`config.mk`:
```
export PLATFORM = sky130hd
export DESIGN_NAME = spi_target
export DESIGN_NICKNAME = d
export VERILOG_FILES = /design/src/rtl/spi_target.sv
export SDC_FILE = /design/constraint.sdc
export NUM_CORES = 1
export LEC_CHECK = 0
export ABC_CLOCK_PERIOD_IN_PS = 5100
export CORE_AREA = 2 2 52 91
export CTS_CLUSTER_DIAMETER = 50
export CTS_CLUSTER_SIZE = 14
export DETAILED_ROUTE_END_ITERATION = 10
export DIE_AREA = 0 0 54 93
export PLACE_DENSITY = 0.74
export SKIP_CTS_REPAIR_TIMING = 1
export SLEW_MARGIN = 30
export SYNTH_ARGS = -nofsm -noshare
export SYNTH_HDL_FRONTEND = slang
export SYNTH_SLANG_ARGS = --single-unit
```
`constraint.sdc`:
```
create_clock -name clk_i -period 5.1 [get_ports clk_i]
set_input_delay 0.51 -clock clk_i [delete_from_list [all_inputs] [get_ports clk_i]]
set_output_delay 0.51 -clock clk_i [all_outputs]
set_load 0.02 [all_outputs]
```
`src/rtl/spi_target.sv`:
```
// SPI target (mode 0, MSB first) clocked entirely from clk_i.
// The SPI pins are oversampled through two-flop synchronisers with a third
// history flop for edge detection; SCK must not exceed clk_i/8.
// Optional build macro SPI_TARGET_RX_FIFO_EN selects a 4-entry receive FIFO;
// without it the receive side is a single holding register.
`timescale 1ns/1ps
module spi_target #(
  parameter logic [7:0] IdleByte = 8'hFF
) (
  input  logic       clk_i,
  input  logic       rst_ni,
  input  logic       spi_sck_i,
  input  logic       spi_cs_ni,
  input  logic       spi_copi_i,
  output logic       spi_cipo_o,
  output logic       spi_cipo_en_o,
  output logic [7:0] rx_data_o,
  output logic       rx_valid_o,
  input  logic       rx_ready_i,
  input  logic [7:0] tx_data_i,
  input  logic       tx_valid_i,
  output logic       tx_ready_o,
  output logic       overflow_o,
  output logic       busy_o
);

  typedef enum logic [1:0] {
    ST_WAIT_IDLE = 2'd0,
    ST_IDLE      = 2'd1,
    ST_ACTIVE    = 2'd2
  } state_e;

  // [0],[1] synchroniser stages, [2] history flop for edge detection
  logic [2:0] sck_sync_r;
  logic [2:0] cs_sync_r;
  logic [1:0] copi_sync_r;
  logic       sck_rise_r;
  logic       sck_fall_r;
  logic       cs_rise_r;
  logic       cs_fall_r;

  state_e     state_r;
  logic [1:0] settle_r;
  logic [2:0] bit_cnt_r;
  logic [7:0] rx_shift_r;
  logic [7:0] tx_shift_r;
  logic       byte_done_r;
  logic       push_r;
  logic [7:0] push_data_r;

  logic       load_s;
  logic [7:0] load_byte_s;
  logic       pop_s;

  // Synchronise the asynchronous SPI pins and register their edge pulses
  always_ff @(posedge clk_i) begin
    if (!rst_ni) begin
      sck_sync_r  <= 3'b000;
      cs_sync_r   <= 3'b111;
      copi_sync_r <= 2'b00;
      sck_rise_r  <= 1'b0;
      sck_fall_r  <= 1'b0;
      cs_rise_r   <= 1'b0;
      cs_fall_r   <= 1'b0;
    end else begin
      sck_sync_r  <= {sck_sync_r[1:0], spi_sck_i};
      cs_sync_r   <= {cs_sync_r[1:0], spi_cs_ni};
      copi_sync_r <= {copi_sync_r[0], spi_copi_i};
      sck_rise_r  <= sck_sync_r[1] & ~sck_sync_r[2];
      sck_fall_r  <= ~sck_sync_r[1] & sck_sync_r[2];
      cs_rise_r   <= cs_sync_r[1] & ~cs_sync_r[2];
      cs_fall_r   <= ~cs_sync_r[1] & cs_sync_r[2];
    end
  end

  // Decide whether this cycle is a transmit byte load point and what to load
  always_comb begin
    load_s      = 1'b0;
    load_byte_s = IdleByte;
    case (state_r)
      ST_IDLE:   load_s = cs_fall_r;
      ST_ACTIVE: load_s = sck_fall_r & byte_done_r & ~cs_rise_r;
      default:   load_s = 1'b0;
    endcase
    if (tx_valid_i) begin
      load_byte_s = tx_data_i;
    end else begin
      load_byte_s = IdleByte;
    end
  end

  // Transaction state machine with the receive and transmit shift registers
  always_ff @(posedge clk_i) begin
    if (!rst_ni) begin
      state_r     <= ST_WAIT_IDLE;
      settle_r    <= 2'd0;
      bit_cnt_r   <= 3'd0;
      rx_shift_r  <= 8'h00;
      tx_shift_r  <= 8'hFF;
      byte_done_r <= 1'b0;
      push_r      <= 1'b0;
      push_data_r <= 8'h00;
    end else begin
      push_r <= 1'b0;
      case (state_r)
        ST_WAIT_IDLE: begin
          // let the synchronisers flush their reset values before trusting CS
          if (settle_r == 2'd3) begin
            if (cs_sync_r[1]) begin
              state_r <= ST_IDLE;
            end else begin
              state_r <= ST_WAIT_IDLE;
            end
          end else begin
            settle_r <= settle_r + 2'd1;
          end
        end
        ST_IDLE: begin
          bit_cnt_r   <= 3'd0;
          byte_done_r <= 1'b0;
          if (cs_fall_r) begin
            state_r    <= ST_ACTIVE;
            tx_shift_r <= load_byte_s;
          end else begin
            state_r <= ST_IDLE;
          end
        end
        ST_ACTIVE: begin
          if (cs_rise_r) begin
            // a partial byte is simply dropped here
            state_r     <= ST_IDLE;
            bit_cnt_r   <= 3'd0;
            byte_done_r <= 1'b0;
            tx_shift_r  <= 8'hFF;
          end else begin
            if (sck_rise_r) begin
              rx_shift_r <= {rx_shift_r[6:0], copi_sync_r[1]};
              bit_cnt_r  <= bit_cnt_r + 3'd1;
              if (bit_cnt_r == 3'd7) begin
                push_r      <= 1'b1;
                push_data_r <= {rx_shift_r[6:0], copi_sync_r[1]};
                byte_done_r <= 1'b1;
              end
            end
            if (sck_fall_r) begin
              if (byte_done_r) begin
                tx_shift_r  <= load_byte_s;
                byte_done_r <= 1'b0;
              end else begin
                tx_shift_r <= {tx_shift_r[6:0], 1'b1};
              end
            end
          end
        end
        default: state_r <= ST_WAIT_IDLE;
      endcase
    end
  end

  // MSB of a freshly loaded byte must reach the pin in the load cycle itself
  assign spi_cipo_o    = load_s ? load_byte_s[7] : tx_shift_r[7];
  assign spi_cipo_en_o = (state_r == ST_ACTIVE);
  assign busy_o        = (state_r == ST_ACTIVE);
  assign tx_ready_o    = load_s;

`ifdef SPI_TARGET_RX_FIFO_EN
  logic [7:0] fifo_mem_r [4];
  logic [1:0] wr_ptr_r;
  logic [1:0] rd_ptr_r;
  logic [2:0] count_r;
  logic       overflow_r;
  logic       full_s;
  logic       push_ok_s;

  assign pop_s     = (count_r != 3'd0) & rx_ready_i;
  assign full_s    = (count_r == 3'd4);
  assign push_ok_s = push_r & (~full_s | pop_s);

  // Four-entry receive FIFO; a push into a full FIFO is dropped unless a pop frees room
  always_ff @(posedge clk_i) begin
    if (!rst_ni) begin
      for (int i = 0; i < 4; i++) begin
        fifo_mem_r[i] <= 8'h00;
      end
      wr_ptr_r   <= 2'd0;
      rd_ptr_r   <= 2'd0;
      count_r    <= 3'd0;
      overflow_r <= 1'b0;
    end else begin
      overflow_r <= push_r & full_s & ~pop_s;
      if (push_ok_s) begin
        fifo_mem_r[wr_ptr_r] <= push_data_r;
        wr_ptr_r             <= wr_ptr_r + 2'd1;
      end
      if (pop_s) begin
        rd_ptr_r <= rd_ptr_r + 2'd1;
      end
      case ({push_ok_s, pop_s})
        2'b10:   count_r <= count_r + 3'd1;
        2'b01:   count_r <= count_r - 3'd1;
        default: count_r <= count_r;
      endcase
    end
  end

  assign rx_data_o  = fifo_mem_r[rd_ptr_r];
  assign rx_valid_o = (count_r != 3'd0);
  assign overflow_o = overflow_r;
`else
  logic [7:0] hold_r;
  logic       valid_r;
  logic       overflow_r;

  assign pop_s = valid_r & rx_ready_i;

  // Single holding register; a push while still occupied and not popped is dropped
  always_ff @(posedge clk_i) begin
    if (!rst_ni) begin
      hold_r     <= 8'h00;
      valid_r    <= 1'b0;
      overflow_r <= 1'b0;
    end else begin
      overflow_r <= 1'b0;
      if (push_r) begin
        if (!valid_r || pop_s) begin
          hold_r  <= push_data_r;
          valid_r <= 1'b1;
        end else begin
          overflow_r <= 1'b1;
        end
      end else if (pop_s) begin
        valid_r <= 1'b0;
      end else begin
        valid_r <= valid_r;
      end
    end
  end

  assign rx_data_o  = hold_r;
  assign rx_valid_o = valid_r;
  assign overflow_o = overflow_r;
`endif

endmodule

```
# [After elaboration in Yosys (flattened, before gate mapping)]
# Cells that the tools add are included.
[op_classes] n_addsub=2 reduce_logical=15 n_eq_ne=10 bitwise=16 mux=27
[op_table] cell="2-to-1 mux 8 bit" n=5
[op_table] cell="one-hot mux 8 bit (2 select lines)" n=1
[op_table] cell="2-to-1 mux 1 bit" n=12
[op_table] cell="AND reduction 2 bit" n=6
[op_table] cell="inverter 1 bit" n=9
[op_table] cell="AND 1 bit" n=7
[op_table] cell="2-to-1 mux 2 bit" n=3
[op_table] cell="2-to-1 mux 3 bit" n=2
[op_table] cell="inequality test 3 x 1 -> 1 bit (second input constant)" n=2
[op_table] cell="one-hot mux 2 bit (3 select lines)" n=1
[op_table] cell="one-hot mux 3 bit (2 select lines)" n=1
[op_table] cell="AND reduction 3 bit" n=2
[op_table] cell="== test 2 bit (second input constant)" n=2
[op_table] cell="inequality test 2 x 1 -> 1 bit (second input constant)" n=2
[op_table] cell="inequality test 2 bit (second input constant)" n=2
[op_table] cell="one-hot mux 1 bit (2 select lines)" n=2
[op_table] cell="AND reduction 4 bit" n=1
[op_table] cell="nonzero test 2 bit" n=2
[op_table] cell="OR reduction 4 bit" n=1
[op_table] cell="adder 3 x 1 -> 3 bit (second input constant)" n=1
[op_table] cell="== test 3 bit (second input constant)" n=1
[op_table] cell="adder 2 x 1 -> 2 bit (second input constant)" n=1
[op_table] cell="== test 2 x 1 -> 1 bit (second input constant)" n=1
[op_table] cell="zero test 2 bit" n=1
[op_table] cell="other kinds (2)" n=2
[totals] wordCells=88 regBits=54 out_inout_bits=14

# [Logic depth before layout (Yosys ltp)]
# Gate-level depths: netlist (run 1).
[logic_depth] ltp_word=7 ltp_mapped=8

# [Worst setup path after synthesis (run 1)]
# OpenSTA, ideal clock, no wires.
[synth_timing] path_kind="register to output" startpoint="reg state_r[0]" endpoint="out spi_cipo_o" slack_ns=2.612 stages_incl_launch_ff=8 t_required_ns=4.590 arrival_ns=1.978 cell_sequence="dfxtp_1 inv_1 ha_1 buf_6 nor2b_4 nand3_1 a21boi_1 mux2_1"
[synth_between] elab_chain_cells=3 elab_cells_between_ends=4 classes_between="eq/ne: 2; mux: 2"
[synth_lines] item="from (decl)" line="42" source="state_e state_r;"
[synth_lines] item="from (signal assigned)" line="95" source="state_r <= ST_WAIT_IDLE;"
[synth_lines] item="from (signal assigned)" line="110" source="state_r <= ST_IDLE;"
[synth_lines] item="from (signal assigned)" line="112" source="state_r <= ST_WAIT_IDLE;"
[synth_lines] item="== test 2 bit"
[synth_lines] item="via busy_o" line="24" source="output logic busy_o"
[synth_lines] item="one-hot mux 1 bit (2 select lines)" line="80" source="case (state_r)"
[synth_lines] item="via tx_ready_o" line="22" source="output logic tx_ready_o,"
[synth_lines] item="2-to-1 mux 1 bit" line="161" source="assign spi_cipo_o = load_s ? load_byte_s[7] : tx_shift_r[7];"
[synth_lines] item="to (decl)" line="15" source="output logic spi_cipo_o,"
# The timed path passes the listed nets, and every way through them passes these cells.

# [Final worst setup path (run 1)]
[layout_timing] startpoint="reg state_r[0]" endpoint="out spi_cipo_o"
[layout_between] elab_chain_cells=3 elab_cells_between_ends=4 classes_between="eq/ne: 2; mux: 2"
[layout_lines] item="== test 2 bit / == test 2 x 1 -> 1 bit (equally long branches)" line="80"
[layout_lines] item="one-hot mux 1 bit (2 select lines) (*)" line="80"
[layout_lines] item="2-to-1 mux 1 bit (*)" line="161"
# Every way passes the cells marked *; elsewhere a longest branch is shown, timed or not.

==> impl_metrics.env, run 1 <==
export IMPL_syn_to_final_growth_pct=15.8
export IMPL_die_area_um2=5020
export IMPL_ant_nets=0
export IMPL_first_global_vias=1601
export IMPL_syn_num_nets=265
export IMPL_clk_path_buf_depth=2
export IMPL_synth_edf_count=0
export IMPL_crit_type="flip-flop to output pin"
export IMPL_min_period_over_period_pct=66.4
export IMPL_hold_class="flip-flop to flip-flop"
export IMPL_synth_cell_types=39
export IMPL_ios=29
export IMPL_globalplace_congestion=0.753
export IMPL_yosysTopAreaCellShare_pct=47.5
export IMPL_status="finished clean"
export IMPL_slew_viol_final=0
export IMPL_dp_hpwl_mm=2.85
export IMPL_startpoint_type="flip-flop"
export IMPL_viasPerCell=5.33
export IMPL_ys_seq_elements=54
export IMPL_drtIter0Drc=24
export IMPL_worstMarginPinSlew_ps=733
export IMPL_fill_cells=385
export IMPL_grt_use_total_pct=18.0
export IMPL_grt_pass1_wl_mm=6.67
export IMPL_finalSetupTns_ps=0
export IMPL_p_leak_nw=1.06
export IMPL_clkTransAtPathRegs_ps=90
export IMPL_cp_required_ps=4590
export IMPL_numCtsBuffers=5
export IMPL_max_freq_mhz=295
export IMPL_cts_sinks=54
export IMPL_post_route_cells_drive_above_1_share_pct=4.53
export IMPL_finalHoldViolCount=0
export IMPL_ctsRootBufferMaster="clkbuf_8"
export IMPL_nets=286
export IMPL_drc=0
export IMPL_wl_mm=4.02
export IMPL_chipHeight_um=93
export IMPL_syn_inst=243
export IMPL_cp_arrival_ps=2880
export IMPL_synth_seq_area_share_pct=47.5
export IMPL_tritoncts="yes"
export IMPL_synth_top_area_cell="dfxtp_1"
export IMPL_antennaDiodeCount=0
export IMPL_p_per_area_nw_per_um2=319
export IMPL_synth_xor_area_share_pct=0.385
export IMPL_setup_viol=0
export IMPL_synth_commonest_cells="dfxtp_1, nand2_1, a21boi_1"
export IMPL_htree_levels=2
export IMPL_synth_compound_area_share_pct=16.7
export IMPL_endpoint_kind="output pin"
export IMPL_initial_core_util_pct=52.6
export IMPL_clock_skew_ps=7.33
export IMPL_wire_per_inst_um=12.7
export IMPL_maxCapViolCount=0
export IMPL_syn_area_um2=2270
export IMPL_die_x_um=54
export IMPL_synthAdderAreaFrac_pct=3.85
export IMPL_min_period_ps=3390
export IMPL_irDropWorstVdd_mv=0.232
export IMPL_rsz0062_at_grt="no"
export IMPL_io_buffers=28
export IMPL_pre_cts_ws_ps=2040
export IMPL_syn_area_per_cell_um2=9.36
export IMPL_grt_max_degree=53
export IMPL_antenna_found_initial=0
export IMPL_setup_ws_ps=1710
export IMPL_synth_top_family_by_area="simple AND/OR/NAND/NOR gates"
export IMPL_cp_max_fo=21
export IMPL_clk_latency_ps=300
export IMPL_core_area_um2=4320
export IMPL_row_count=32
export IMPL_slew_headroom_pct=51.1
export IMPL_dr_pass1_iters=4
export IMPL_synthSimpleGateAreaFrac_pct=21.9
export IMPL_synth_yosys_warnings=0
export IMPL_grt_overflow_total=0
export IMPL_vias=1685
export IMPL_yosys_most_used_dff="dfxtp_1"
export IMPL_synthTopCellsByArea="dfxtp_1, nand2_1, a21boi_1, nor2b_1, mux2i_1"
export IMPL_yosysMostFrequentCell="dfxtp_1"
export IMPL_synth_area_mux_share_pct=4.46
export IMPL_ys_async_sr_fraction_pct=0
-- layout make-up --
type                            instances  area [um2]  share of cell area, %
Sequential cell                        54        1080                   41.0
Multi-Input combinational cell        163        1070                   40.8
Clock inverter                          2        13.8                  0.522
Timing Repair Buffer                   29         288                   10.9
Tap cell                               51        63.8                   2.42
Inverter                               11        41.3                   1.57
Clock buffer                            6        72.6                   2.75
-- path summary, 6_finish.rpt --
path	start	cells after the start	endpoint	slack, ps
min	cs_sync_r[0]	1	cs_sync_r[1]	410
max reg2reg	state_r[0]	6	byte_done_r	2810
min reg2reg	cs_sync_r[0]	1	cs_sync_r[1]	410
max	state_r[0]	7	spi_cipo_o	1710
-- critical path, cell delays in order (launching register included) --
cell and delay (ps):
dfxtp_1 350, inv_1 90, ha_1 630, nor2b_4 290
nand3_1 80, a21boi_1 260, mux2_1 340, clkdlybuf4s50_1 530
-- kinds of logic after synthesis --
kind of cell    count (synthesis)
compound gates                 50
xor+xnor                        1
fa+ha+maj                       7
buf+inv                        26
flops                          54
mux                            10
simple gates                   95
-- layer usage --
metal	track usage, %	routed length (um)	vias up
li1	-	-	866
met1	18.1	1760	786
met2	32.3	2070	26
met3	3.99	103	7
met4	9.38	90	0
met5	0	0	-
-- flip-flops by register name (all words and copies together), names as in the netlist, 2 cells and up --
name,cells
sck_sync_r,3
settle_r,2
tx_shift_r,8
cs_sync_r,3
rx_data_o,8
rx_shift_r,7
copi_sync_r,2
bit_cnt_r,3
state_r,2
push_data_r,8
-- power by group --
| group | internal, mW | leakage [nW] | switching (mW) |
|---|---|---|---|
| Combinational | 0.0715 | 0.574 | 0.0748 |
| Sequential | 0.450 | 0.438 | 0.0158 |
| Clock | 0.0970 | 0.0452 | 0.131 |
-- cells in the final DEF (no fill, tap or decap), types with 2 or more instances in the layout --
cell              n
o211ai_1          6
a32oi_1           7
nor2_1            7
dfxtp_1          54
a21oi_1           2
clkbuf_8          5
nand2_1          42
nand3_1           3
nand2b_1          5
o21ai_0           4
and3_1            3
and3b_1           2
o21ai_1           2
inv_1            11
nand3b_1          2
a21boi_1         19
ha_1              7
nor2b_1          16
clkdlybuf4s50_1  28
o32ai_1           5
mux2i_1           9
and2_1            7
-- per-stage QoR --
| stage | hold slack (ps) | area (um2) | instances | utilization (%) | power, mW |
|---|---|---|---|---|---|
| 2_1_floorplan | 384 | 2270 | 243 | - | 0.586 |
| 3_3_place_gp | 391 | 2550 | 308 | 58.9 | 0.621 |
| 3_5_place_dp | 391 | 2550 | 308 | 58.9 | 0.623 |
| 4_1_cts | 412 | 2640 | 316 | 60.9 | 0.853 |
| 5_1_grt | 428 | 2640 | 316 | 60.9 | 0.890 |
| 6_report | 412 | 2640 | 316 | 60.9 | 0.839 |
No activity file was read; power rests on OpenSTA's default activity.
==> run 2: changes to the inputs <==
- ABC_CLOCK_PERIOD_IN_PS: 5100 -> 3100
- CORE_AREA: 2 2 52 91 -> 2 2 55 96
- DIE_AREA: 0 0 54 93 -> 0 0 57 98
- PLACE_DENSITY: 0.74 -> 0.69
- clock period: 5.1 -> 3.1 ns (I/O delays scaled with it)
==> run 2 against run 1 <==
  * Utilization is 6.0 points lower
  * Critical path type unchanged
  * Highest routed layer unchanged
  * Setup slack worse by 1200 ps
  * Largest cell class unchanged
  * Clock skew is 0.88 ps higher
  * Largest power group unchanged
  * Global-route usage is 1.3 points lower
  * Via count hardly changed
  * First-iteration DRC count is 140% higher
  * Non-clock buffer count is 2 higher
  * Cell area is 1.2% higher
==> impl_metrics.env, run 2 (synthesis results as in run 1) <==
export IMPL_status="finished clean"
export IMPL_max_stage_delay_ps=530
export IMPL_die_area_um2=5590
export IMPL_clk_latency_ps=300
export IMPL_min_period_over_period_pct=85.0
export IMPL_tritoncts="yes"
export IMPL_vias=1686
export IMPL_htree_levels=2
export IMPL_pre_cts_ws_ps=803
export IMPL_layout_common_cells="dfxtp_1, nand2_1, clkdlybuf4s50_1"
export IMPL_finalSetupTns_ps=0
export IMPL_core_area_um2=4850
export IMPL_setup_ws_ps=465
export IMPL_dp_hpwl_mm=2.97
export IMPL_first_global_vias=1724
export IMPL_startpoint_type="flip-flop"
export IMPL_io_buffers=28
export IMPL_p_total_mw=1.42
export IMPL_irDropWorstVdd_mv=0.456
export IMPL_clock_skew_ps=8.22
export IMPL_min_period_ps=2630
export IMPL_rsz0062_at_grt="no"
export IMPL_numCtsBuffers=5
export IMPL_clkTransAtPathRegs_ps=100
export IMPL_worst_path_max_delay_cell="clkdlybuf4s50_1"
export IMPL_critPathBufInv=2
export IMPL_crit_chain="inv_1 > ha_1 > a21boi_1 > mux2_1 > clkdlybuf4s50_1"
export IMPL_cp_required_ps=2790
export IMPL_slew_viol_final=0
export IMPL_hold_class="flip-flop to flip-flop"
export IMPL_final_cell_count_no_fill=321
export IMPL_dpl_cell_area_um2=2570
export IMPL_die_x_um=57
export IMPL_grt_pass1_wl_mm=7.45
export IMPL_hold_depth=1
export IMPL_row_count=34
export IMPL_nets=288
export IMPL_rr_worst_depth=7
export IMPL_wire_per_inst_um=13.1
export IMPL_globalplace_congestion=0.778
export IMPL_fin_area_um2=2670
export IMPL_chipHeight_um=98
export IMPL_clk_path_buf_depth=2
export IMPL_final_seq_area_um2=1080
export IMPL_dr_pass1_iters=4
export IMPL_cts_sinks=54
export IMPL_antennaDiodeCount=0
export IMPL_grt_max_degree=45
export IMPL_syn_to_final_growth_pct=17.2
export IMPL_final_util_pct=55.0
export IMPL_p_leak_nw=1.07
export IMPL_max_freq_mhz=380
export IMPL_rrSetupSlack_ps=1060
export IMPL_slew_headroom_pct=52.8
export IMPL_path_delay_family="buffers and inverters"
export IMPL_wl_mm=4.19
export IMPL_worstMarginPinSlew_ps=708
export IMPL_viasPerCell=5.25
export IMPL_p_per_area_nw_per_um2=532
export IMPL_dpl_cell_count=313
export IMPL_initial_core_util_pct=46.9
export IMPL_maxCapViolCount=0
export IMPL_final_common_cell="dfxtp_1"
export IMPL_antenna_found_initial=0
export IMPL_crit_type="flip-flop to output pin"
export IMPL_grt_overflow_total=0
export IMPL_setup_viol=0
export IMPL_ant_nets=0
export IMPL_worst_path_stages=5
export IMPL_finalHoldViolCount=0
export IMPL_grt_use_total_pct=16.7
export IMPL_multi_input_area_um2=1070
export IMPL_post_route_cells_drive_above_1_share_pct=5.62
export IMPL_whs_ps=413
export IMPL_cp_max_fo=8
export IMPL_drc=0
export IMPL_fill_cells=463
export IMPL_endpoint_kind="output pin"
export IMPL_drtIter0Drc=57
export IMPL_ios=29
export IMPL_ctsRootBufferMaster="clkbuf_8"
export IMPL_cp_arrival_ps=2320
-- run 2: cell count changes in the layout (fill, tap and decap cells not counted), sizes merged --
cell and delta:
clkinvlp +1, inv +1, buf +2, clkinv -2
-- run 2: worst paths after layout --
check | start | end
hold reg to reg | sck_sync_r[2] | sck_rise_r
setup reg to reg | state_r[0] | byte_done_r
hold / removal | sck_sync_r[2] | sck_rise_r
setup / recovery | state_r[0] | spi_cipo_o
-- run 2: final cells by class --
cell class	instances	share of cell area, %
clock buffer	6	3.10
clock inverter	2	0.610
inverter	11	1.55
multi-input combinational	163	40.3
sequential	54	40.5
tap	54	2.53
timing repair buffer	31	11.4
-- run 2: routing by layer --
layer  up-vias  GRT usage (%)  routed length, um
li1        867              -                  -
met1       779           18.3               1750
met2        31           28.9               2160
met3         9           3.84                171
met4         0           8.94                106
met5         -              0                  0
-- run 2: report_power, final --
group          internal, mW  switching (mW)
logic                 0.117           0.123
clock network         0.184           0.226
registers             0.740          0.0288
